==> config.mk <==
export PLATFORM = sky130hd
export DESIGN_NAME = ibex_rf_cached
export DESIGN_NICKNAME = d
export VERILOG_FILES = /design/src/rtl/ibex_rf_cache_pkg.sv /design/src/rtl/ibex_rf_cache_lookup.sv /design/src/rtl/ibex_rf_cached.sv
export SDC_FILE = /design/constraint.sdc
export NUM_CORES = 1
export LEC_CHECK = 0
export ABC_AREA = 1
export CAP_MARGIN = 5
export CELL_PAD_IN_SITES_DETAIL_PLACEMENT = 1
export CELL_PAD_IN_SITES_GLOBAL_PLACEMENT = 1
export CORE_ASPECT_RATIO = 0.8
export CORE_MARGIN = 2
export CORE_UTILIZATION = 30
export CTS_BUF_LIST = sky130_fd_sc_hd__clkbuf_4
export DETAILED_ROUTE_END_ITERATION = 10
export PLACE_DENSITY_LB_ADDON = 0.1
export SYNTH_ARGS = -nofsm -noshare
export SYNTH_HDL_FRONTEND = slang
export SYNTH_SLANG_ARGS = --single-unit
==> constraint.sdc <==
create_clock -name clk_i -period 3.8 [get_ports clk_i]
set_clock_uncertainty 0.1 [all_clocks]
set_input_delay 0.76 -clock clk_i [delete_from_list [all_inputs] [get_ports clk_i]]
set_output_delay 0.76 -clock clk_i [all_outputs]
set_load 0.1 [all_outputs]
==> src/rtl/ibex_rf_cache_pkg.sv <==
// Shared types for the cached Ibex register file: fill FSM states and the L1 entry layout.
package ibex_rf_cache_pkg;

    localparam int unsigned TagW    = 5;
    // Widest DataWidth the L1 entry can hold; narrower registers are zero-extended.
    localparam int unsigned RfDataW = 32;

    typedef enum logic [1:0] {
        RF_IDLE,
        RF_FILL_A,
        RF_FILL_B
    } rf_fill_e;

    typedef struct packed {
        logic               valid;
        logic [TagW-1:0]    tag;
        logic [RfDataW-1:0] data;
    } rf_l1_entry_t;

endpackage

==> src/rtl/ibex_rf_cache_lookup.sv <==
// Combinational tag CAM over the L1 entries; returns hit and the index of the matching entry.
module ibex_rf_cache_lookup
    import ibex_rf_cache_pkg::*;
#(
    parameter int unsigned  L1Entries = 8,
    localparam int unsigned IdxW      = $clog2(L1Entries)
) (
    input  logic [L1Entries-1:0]           valid_i,
    input  logic [L1Entries-1:0][TagW-1:0] tag_i,
    input  logic [TagW-1:0]                addr_i,
    output logic                           hit_o,
    output logic [IdxW-1:0]                idx_o
);

    // At most one entry matches, so OR-ing indices yields the matching one.
    always_comb begin
        hit_o = 1'b0;
        idx_o = '0;
        for (int i = 0; i < L1Entries; i++) begin
            if (valid_i[i] && (tag_i[i] == addr_i)) begin
                hit_o = 1'b1;
                idx_o = idx_o | IdxW'(i);
            end
        end
    end

endmodule

==> src/rtl/ibex_rf_cached.sv <==
// Two-level Ibex register file: fully-associative flop L1 in front of an external 2-port SRAM L2.
module ibex_rf_cached
    import ibex_rf_cache_pkg::*;
#(
    parameter bit          RV32E             = 1'b0,
    parameter int unsigned DataWidth         = 32,
    parameter int unsigned L1Entries         = 8,
    parameter bit          DummyInstructions = 1'b0
) (
    input  logic                 clk_i,
    input  logic                 rst_ni,
    input  logic                 dummy_instr_id_i,
    input  logic [4:0]           raddr_a_i,
    input  logic                 ren_a_i,
    output logic [DataWidth-1:0] rdata_a_o,
    input  logic [4:0]           raddr_b_i,
    input  logic                 ren_b_i,
    output logic [DataWidth-1:0] rdata_b_o,
    input  logic [4:0]           waddr_a_i,
    input  logic [DataWidth-1:0] wdata_a_i,
    input  logic                 we_a_i,
    input  logic                 invalidate_i,
    output logic                 stall_o,
    output logic                 perf_miss_o,
    output logic [4:0]           sram_raddr_o,
    output logic                 sram_re_o,
    input  logic [DataWidth-1:0] sram_rdata_i,
    output logic [4:0]           sram_waddr_o,
    output logic                 sram_we_o,
    output logic [DataWidth-1:0] sram_wdata_o
);

    localparam int unsigned IdxW = $clog2(L1Entries);

    function automatic logic is_x0(input logic [4:0] a);
        return (a == 5'd0) || (RV32E && a[4]);
    endfunction

    rf_l1_entry_t                   entries_q [L1Entries];
    rf_l1_entry_t                   entries_d [L1Entries];
    logic [L1Entries-1:0]           valid_vec;
    logic [L1Entries-1:0][TagW-1:0] tag_vec;
    logic [IdxW-1:0]                ptr_q, ptr_d;
    rf_fill_e                       state_q, state_d;
    logic [4:0]                     fill_addr_q, fill_addr_d;
    logic                           kill_q, kill_d;
    logic                           byp_vld_q, byp_vld_d;
    logic [DataWidth-1:0]           byp_data_q;
    logic [DataWidth-1:0]           fill_data, r0_data;
    logic                           ra_zero, rb_zero, wr_en;
    logic                           fwd_a, fwd_b, miss_a, miss_b;
    logic                           hit_a, hit_b, hit_w;
    logic [IdxW-1:0]                idx_a, idx_b, idx_w;
    logic                           stall, sram_re, fill_en, fill_live, wr_merge;

    always_comb begin
        valid_vec = '0;
        tag_vec   = '0;
        for (int i = 0; i < L1Entries; i++) begin
            valid_vec[i] = entries_q[i].valid;
            tag_vec[i]   = entries_q[i].tag;
        end
    end

    ibex_rf_cache_lookup #(.L1Entries(L1Entries)) u_lookup_a (
        .valid_i(valid_vec), .tag_i(tag_vec), .addr_i(raddr_a_i), .hit_o(hit_a), .idx_o(idx_a)
    );
    ibex_rf_cache_lookup #(.L1Entries(L1Entries)) u_lookup_b (
        .valid_i(valid_vec), .tag_i(tag_vec), .addr_i(raddr_b_i), .hit_o(hit_b), .idx_o(idx_b)
    );
    ibex_rf_cache_lookup #(.L1Entries(L1Entries)) u_lookup_w (
        .valid_i(valid_vec), .tag_i(tag_vec), .addr_i(waddr_a_i), .hit_o(hit_w), .idx_o(idx_w)
    );

    assign ra_zero = is_x0(raddr_a_i);
    assign rb_zero = is_x0(raddr_b_i);
    assign wr_en   = we_a_i && !is_x0(waddr_a_i);
    assign fwd_a   = wr_en && !ra_zero && (waddr_a_i == raddr_a_i);
    assign fwd_b   = wr_en && !rb_zero && (waddr_a_i == raddr_b_i);
    assign miss_a  = ren_a_i && !ra_zero && !hit_a && !fwd_a;
    assign miss_b  = ren_b_i && !rb_zero && !hit_b && !fwd_b;

    if (DummyInstructions) begin : g_dummy_r0
        logic [DataWidth-1:0] rf_r0_q;
        always_ff @(posedge clk_i) begin
            if (we_a_i && dummy_instr_id_i) begin
                rf_r0_q <= wdata_a_i;
            end
        end
        assign r0_data = dummy_instr_id_i ? rf_r0_q : '0;
    end else begin : g_no_dummy_r0
        logic unused_dummy_instr;
        assign unused_dummy_instr = dummy_instr_id_i;
        assign r0_data            = '0;
    end

    always_comb begin
        rdata_a_o = entries_q[idx_a].data[DataWidth-1:0];
        if (fwd_a)   rdata_a_o = wdata_a_i;
        if (ra_zero) rdata_a_o = r0_data;
        rdata_b_o = entries_q[idx_b].data[DataWidth-1:0];
        if (fwd_b)   rdata_b_o = wdata_a_i;
        if (rb_zero) rdata_b_o = r0_data;
    end

    always_comb begin
        state_d      = state_q;
        fill_addr_d  = fill_addr_q;
        sram_raddr_o = fill_addr_q;
        sram_re      = 1'b0;
        stall        = 1'b0;
        perf_miss_o  = 1'b0;
        fill_en      = 1'b0;
        unique case (state_q)
            RF_IDLE: begin
                if (miss_a) begin
                    stall        = 1'b1;
                    sram_re      = 1'b1;
                    sram_raddr_o = raddr_a_i;
                    fill_addr_d  = raddr_a_i;
                    state_d      = RF_FILL_A;
                end else if (miss_b) begin
                    stall        = 1'b1;
                    sram_re      = 1'b1;
                    sram_raddr_o = raddr_b_i;
                    fill_addr_d  = raddr_b_i;
                    state_d      = RF_FILL_B;
                end
            end
            RF_FILL_A: begin
                stall       = 1'b1;
                perf_miss_o = 1'b1;
                fill_en     = 1'b1;
                state_d     = RF_IDLE;
                // B lands in the entry A is filling when the addresses match.
                if (miss_b && (raddr_b_i != raddr_a_i)) begin
                    sram_re      = 1'b1;
                    sram_raddr_o = raddr_b_i;
                    fill_addr_d  = raddr_b_i;
                    state_d      = RF_FILL_B;
                end
            end
            RF_FILL_B: begin
                stall       = 1'b1;
                perf_miss_o = 1'b1;
                fill_en     = 1'b1;
                state_d     = RF_IDLE;
            end
            default: state_d = RF_IDLE;
        endcase
    end

    assign stall_o      = stall && rst_ni;
    assign sram_re_o    = sram_re && rst_ni;
    assign sram_we_o    = wr_en;
    assign sram_waddr_o = waddr_a_i;
    assign sram_wdata_o = wdata_a_i;

    // A fill overlapping an invalidate must not resurrect a valid entry.
    assign kill_d    = (state_d != RF_IDLE) && (kill_q || invalidate_i);
    assign byp_vld_d = sram_re && wr_en && (sram_raddr_o == waddr_a_i);
    assign fill_data = byp_vld_q ? byp_data_q : sram_rdata_i;
    assign fill_live = fill_en && !kill_q;
    assign wr_merge  = fill_live && wr_en && (waddr_a_i == fill_addr_q);

    always_comb begin
        entries_d = entries_q;
        ptr_d     = ptr_q;
        if (fill_live) begin
            entries_d[ptr_q] = '{valid: 1'b1, tag: fill_addr_q,
                                 data: RfDataW'(wr_merge ? wdata_a_i : fill_data)};
            ptr_d = ptr_q + 1'b1;
        end
        if (wr_en && !wr_merge) begin
            if (hit_w) begin
                // A hit on the entry the fill is evicting is dropped; L2 still takes the write.
                if (!(fill_live && (idx_w == ptr_q))) begin
                    entries_d[idx_w].data = RfDataW'(wdata_a_i);
                end
            end else begin
                entries_d[ptr_d] = '{valid: 1'b1, tag: waddr_a_i, data: RfDataW'(wdata_a_i)};
                ptr_d            = ptr_d + 1'b1;
            end
        end
        if (invalidate_i) begin
            for (int i = 0; i < L1Entries; i++) begin
                entries_d[i].valid = 1'b0;
            end
        end
    end

    always_ff @(posedge clk_i or negedge rst_ni) begin
        if (!rst_ni) begin
            state_q     <= RF_IDLE;
            fill_addr_q <= '0;
            kill_q      <= 1'b0;
            byp_vld_q   <= 1'b0;
            ptr_q       <= '0;
            for (int i = 0; i < L1Entries; i++) begin
                entries_q[i] <= '0;
            end
        end else begin
            state_q     <= state_d;
            fill_addr_q <= fill_addr_d;
            kill_q      <= kill_d;
            byp_vld_q   <= byp_vld_d;
            ptr_q       <= ptr_d;
            entries_q   <= entries_d;
        end
    end

    always_ff @(posedge clk_i) begin
        byp_data_q <= wdata_a_i;
    end

    a_fill_a_addr_stable: assert property (@(posedge clk_i) disable iff (!rst_ni)
        (state_q == RF_FILL_A) |-> (raddr_a_i == fill_addr_q));
    a_fill_b_addr_stable: assert property (@(posedge clk_i) disable iff (!rst_ni)
        (state_q == RF_FILL_B) |-> (raddr_b_i == fill_addr_q));

endmodule

== After elaboration in Yosys (flattened, before gate mapping) ==
Index checks and enable logic that the tools add are counted.
Storage, ports and cells
  logic and storage cells: 237
  flip-flop bits (word level): 348
  output and inout bits: 110
Cells by class
  $lt $le $gt $ge: 8
  muxes and demuxes: 95
  add/subtract/negate cells: 2
  equality and inequality tests: 32
  reduce and logical (&&, ||, !) cells: 65
  bitwise logic cells: 5
Operators with widths (count)
  304-bit 2-to-1 mux: 4
  304-bit bitwise mux: 3
  32-bit 2-to-1 mux: 11
  38-bit demux with 3-bit select: 3
  38-bit binary-select mux with 3-bit select: 2
  5-bit == test: 28
  38-bit 2-to-1 mux: 2
  1-bit logical AND: 49
  3-bit 2-to-1 mux: 15
  1-bit 2-to-1 mux: 39
  4-bit >= comparator (second input constant): 5
  3-bit NOT with 4-bit output: 5
  2-bit 2-to-1 mux: 9
  5-bit zero test: 3
  5-bit 2-to-1 mux: 3
  4-bit by 1-bit less-than comparator with 1-bit output (second input constant): 3
  5-bit case mux with 2 select lines: 1
  1-bit zero test: 9
  3-bit by 1-bit adder with 3-bit output (second input constant): 2
  5-bit inequality test: 1
  1-bit case mux with 2 select lines: 2
  2-bit case mux with 2 select lines: 1
  3-bit == test: 1
  2-bit by 1-bit == test with 1-bit output (second input constant): 1
  5 further kinds: 5

== Longest topological paths before layout ==
  depth after elaboration: 19
  depth in mapped cells: 20

== Hierarchy ==
From an unflattened synthesis, not the netlist that was laid out.
Unflattened totals
  cells, all modules: 3773
  area, all modules: 25321.8 um2
By module, submodules not included
  ibex_rf_cached: cells each 3167, area each 22900.7 um2, seq. area each 8548.2 um2, times used 1
  ibex_rf_cache_lookup: cells each 202, area each 807.0 um2, seq. area each 0.0 um2, times used 3

== Least setup slack after synthesis ==
Ideal clock, no wire load.
  kind: input-to-output
  start: input port raddr_b_i[0]
  end: output port stall_o
  required time: 2.940 ns
  arrival: 4.116 ns
  stages: 13
  slack: -1.176 ns
  path buffers: 2
  cell sequence: buf_2 > inv_2 > buf_4 > nand2_1 > nand2_1 > nor2_1 > nand3_1 > nand2_1 > nor2_1 > nand3_1 > nand2_1 > a21oi_1 > nor3_1
Between the ends
  longest elaborated chain between the ends: 17
  elaborated cells between the ends (all ways): 38
  classes of those cells: eq/ne (9); mux (11); reduce/logical (18)
RTL lines
  from (decl): line ibex_rf_cached.sv:16  | input logic [4:0] raddr_b_i,
  5-bit == test: line ibex_rf_cache_lookup.sv:20  | if (valid_i[i] && (tag_i[i] == addr_i)) begin
  1-bit logical AND: line ibex_rf_cache_lookup.sv:20
  1-bit 2-to-1 mux (8 in a row): line ibex_rf_cache_lookup.sv:20
  1-bit zero test: line ibex_rf_cached.sv:81  | assign miss_b = ren_b_i && !rb_zero && !hit_b && !fwd_b;
  1-bit logical AND: line ibex_rf_cached.sv:81
  1-bit logical AND (*): line ibex_rf_cached.sv:81
  1-bit 2-to-1 mux (*): line ibex_rf_cached.sv:122  | end else if (miss_b) begin
  1-bit 2-to-1 mux (*): line ibex_rf_cached.sv:116  | if (miss_a) begin
  1-bit case mux with 2 select lines (*): line ibex_rf_cached.sv:114  | unique case (state_q)
  1-bit logical AND (*): line ibex_rf_cached.sv:153  | assign stall_o = stall && rst_ni;
  to (decl): line ibex_rf_cached.sv:23  | output logic stall_o,
Every way passes the cells marked *; elsewhere a longest branch is shown, timed or not.

== Worst setup path after layout ==
  start: register entries_q[35] in the netlist's numbering
  end: output port rdata_b_o[1]
Between the ends
  longest elaborated chain between the ends: 9
RTL lines
  from (decl): line ibex_rf_cached.sv:39  | rf_l1_entry_t entries_q [L1Entries];
  from (signal assigned): line ibex_rf_cached.sv:208  | entries_q <= entries_d;
  5-bit == test: line ibex_rf_cache_lookup.sv:20
  1-bit logical AND: line ibex_rf_cache_lookup.sv:20
  3-bit 2-to-1 mux: line ibex_rf_cache_lookup.sv:20
  3-bit NOT with 4-bit output (implied by the code): line ibex_rf_cached.sv:101  | rdata_b_o = entries_q[idx_b].data[DataWidth-1:0];
  38-bit binary-select mux with 3-bit select: line ibex_rf_cached.sv:101
  32-bit 2-to-1 mux (implied by the code) (2 in a row): line ibex_rf_cached.sv:101
  32-bit 2-to-1 mux: line ibex_rf_cached.sv:102  | if (fwd_b) rdata_b_o = wdata_a_i;
  32-bit 2-to-1 mux: line ibex_rf_cached.sv:103  | if (rb_zero) rdata_b_o = r0_data;
  to (decl): line ibex_rf_cached.sv:18  | output logic [DataWidth-1:0] rdata_b_o,
No other way between the ends. The select of a mux whose other input is x is not followed.

==> flow_summary.yaml <==
clocking:
  cts_made_buffers: 116
  root_buffer: "clkbuf_4"
  clk_latency_ps: 1120
  max-clock-path-buffers: 3
  cts_sinks: 348
  clk_pin_slew_worst_paths_ps: 60
  cts_tree: "done"
  htreeDepth: 3
synthesis:
  synth_area_per_cell_um2: 5.56
  synth_ff_type: "dfrtp_1"
  synthesis.nets: 6879
  ys_seq_area_share_pct: 22.6
  yosysWarnings: 0
  synth_cell_types: 51
  synth_top_area_share_pct: 23.9
  yosysTopAreaCell: "nand2_1"
  synth_commonest_cells: "2,403 x nand2_1, 690 x o21ai_0, 678 x a21oi_1, 535 x inv_1, 495 x nand3_1"
  synth.cell_area_um2: 37800
  yosys_register_bits: 348
  syn_inst: 6788
  synthTopCellsByArea: "nand2_1 24%, dfrtp_1 21%, o21ai_0 9.1%"
  synthArstFlopShare_pct: 90.8
  synth.most_common_cell: "nand2_1"
  synth_edf_count: 0
timing:
  period_share_pct: 124
  final.setup.worst_slack_ps: -920
  min_period_ps: 4720
  timing.hold.ws_ps: 240
  hold_viol: 0
  slew-limit-headroom_pct: 34.3
  worst_slew_pin_slew_ps: 983
  slew_violations: 0
  rsz0062_at_grt: "true"
  setup_viol: 71
  fmax_mhz: 212
finish:
  finalInstanceArea_um2: 50800
  nNetsFinal: 7228
  final_layout_size_suffix_gt1_share_pct: 21.4
  area_growth_pct: 34.6
run_status:
  violations: "setup timing"
  run_status: "complete, but fails checks"
die:
  start_util_pct: 30.2
  io_pins: 196
  coreArea_um2: 125000
  dieWidth_um: 401
  die_h_um: 321
  fp-row-count: 116
  die_area_um2: 129000
routing:
  wl_mm: 224
  drtIter0Drc: 4131
  remaining_drc_errors: 0
  routedWlPerCell_um: 25.2
  ant_nets: 0
  num_vias: 49800
  dr.pass1.iters: 5
  vias_per_cell: 5.60
pwr:
  peakVddDrop_mv: 0.815
  p_per_area_nw_per_um2: 963
  total_power_w: 0.0489
  leakagePower_nw: 23.7
worst_setup_path:
  worst-endpoint-arrival_ps: 3860
  path_common_cell: "buf_12"
  cp_max_fo: 7
  cp.depth: 18
  slowest_stage: "dfrtp_2"
  critPathBufInv: 8
  critPathMaxStageDelay_ps: 430
  cp-start-kind: "flop"
  required_ps: 2940
  reg2reg_depth: 13
  worstPathCellList: "inv_2 -> buf_4 -> buf_4 -> nand2_1 -> nand2_1 -> nor2_1 -> nand3_2 -> nand2_4 -> nor2_4 -> buf_12 -> inv_16 -> buf_12 -> o211ai_1 -> nand3_1 -> nand3_2 -> o211ai_1 -> clkinvlp_4 -> buf_12"
  end_kind: "output port"
  critPathKind: "flop to output port"
  critPathTopFamily: "buffers and inverters"
hold_path:
  holdPathStages: 1
  hold_path_class: "input pin to flop"
grt:
  grt_max_degree: 111
  grt_use_total_pct: 33.3
  grt_pass1_wl_mm: 325
  first_global_vias: 48600
  antenna_found_initial: 9
  overflow: 0
placement:
  portBuffers: 194
  hpwl_mm: 143
  gp_congestion: 0.933
  post_dp_cell_area_um2: 46400
  pre_cts_ws_ps: -1100
job:
  max-cap-violations: 0
power breakdown:
group	switching, W	total, W	internal, W
Combinational	0.0244	0.0376	0.0133
Clock	0.00226	0.00463	0.00237
Sequential	0.00132	0.00669	0.00537
Total	0.0279	0.0489	0.0210
stage by stage:
step	cells	util (%)	TNS, ps
finish	8890	40.7	-56450
global route	8889	40.7	-70990
CTS	8821	39.5	-55940
detailed placement	8549	37.1	-100050
global placement	8549	37.1	-86650
floorplan	6788	-	0
cells in the final DEF (no fill, tap or decap), types with 24 or more instances in the layout:
cell,count
o21ai_0,600
a21oi_4,36
nand3_2,55
nand3_1,434
clkdlybuf4s50_1,81
dfrtp_1,304
nor2_1,409
mux2_2,32
o211ai_1,192
inv_1,434
nand2_1,2354
buf_4,378
nand2_2,44
o21ai_1,138
clkbuf_4,191
a21oi_1,617
buf_12,266
or2_2,128
a21oi_2,59
nor2_4,28
o22ai_1,24
buf_6,41
clkinvlp_4,65
inv_2,86
dfxtp_1,32
final timing paths:
| path | slack [ps] | to | start |
|---|---|---|---|
| worst max register to register | 410 | entries_q[5] | state_q[1] |
| worst min register to register | 430 | kill_q | kill_q |
| min in group asynchronous | 590 | entries_q[185] | rst_ni |
| max in group asynchronous | 1400 | entries_q[260] | rst_ni |
| worst min-delay path | 240 | byp_data_q[13] | wdata_a_i[13] |
| worst max-delay path | -920 | rdata_b_o[1] | entries_q[35] |
metal layers:
metal	wire length (um)	vias to the layer above	part of all wire [%]	track usage, %
met2	98500	1974	44	52.5
met4	7930	0	3.5	10.4
li1	-	22600	-	-
met3	15600	444	7.0	4.56
met5	0	-	0	0
met1	102000	24700	45	46.7
flip-flops by register name (all words and copies together) (netlist names):
name	flops
ptr_q	3
fill_addr_q	5
entries_q	304
byp_vld_q	1
kill_q	1
state_q	2
byp_data_q	32
cells by family after synthesis:
family,after synthesis,synth area share (%)
multiplexers,32,0.954
adder cells (fa/ha/maj),5,0.166
flip-flops,348,22.6
AND/OR/NAND/NOR,3509,37.9
AO/OA/AOI/OAI,1682,24.7
XOR/XNOR,13,0.321
buffers and inverters,1199,13.3
area by class of cell:
class	count	area, um^2
fillers	16300	74100
multi-input cells	5241	25200
repair buffers	825	10800
flip-flops and latches	348	8560
inverters	602	2580
well taps	1652	2070
clock buffers	191	1430
clock inverters	19	130
repair inverters	3	50.0
diodes	9	22.5
repair_timing:
item | CTS | global route
cloned | 17 | 26
hold buffers | 3 | 0
resized for setup | 222 | 253
endpoints found under the hold margin | 316 | 0
pin swaps | 49 | 92
buffers inserted | 44 | 39
setup endpoints to repair | 71 | 71
No activity file was read; power rests on OpenSTA's default activity.
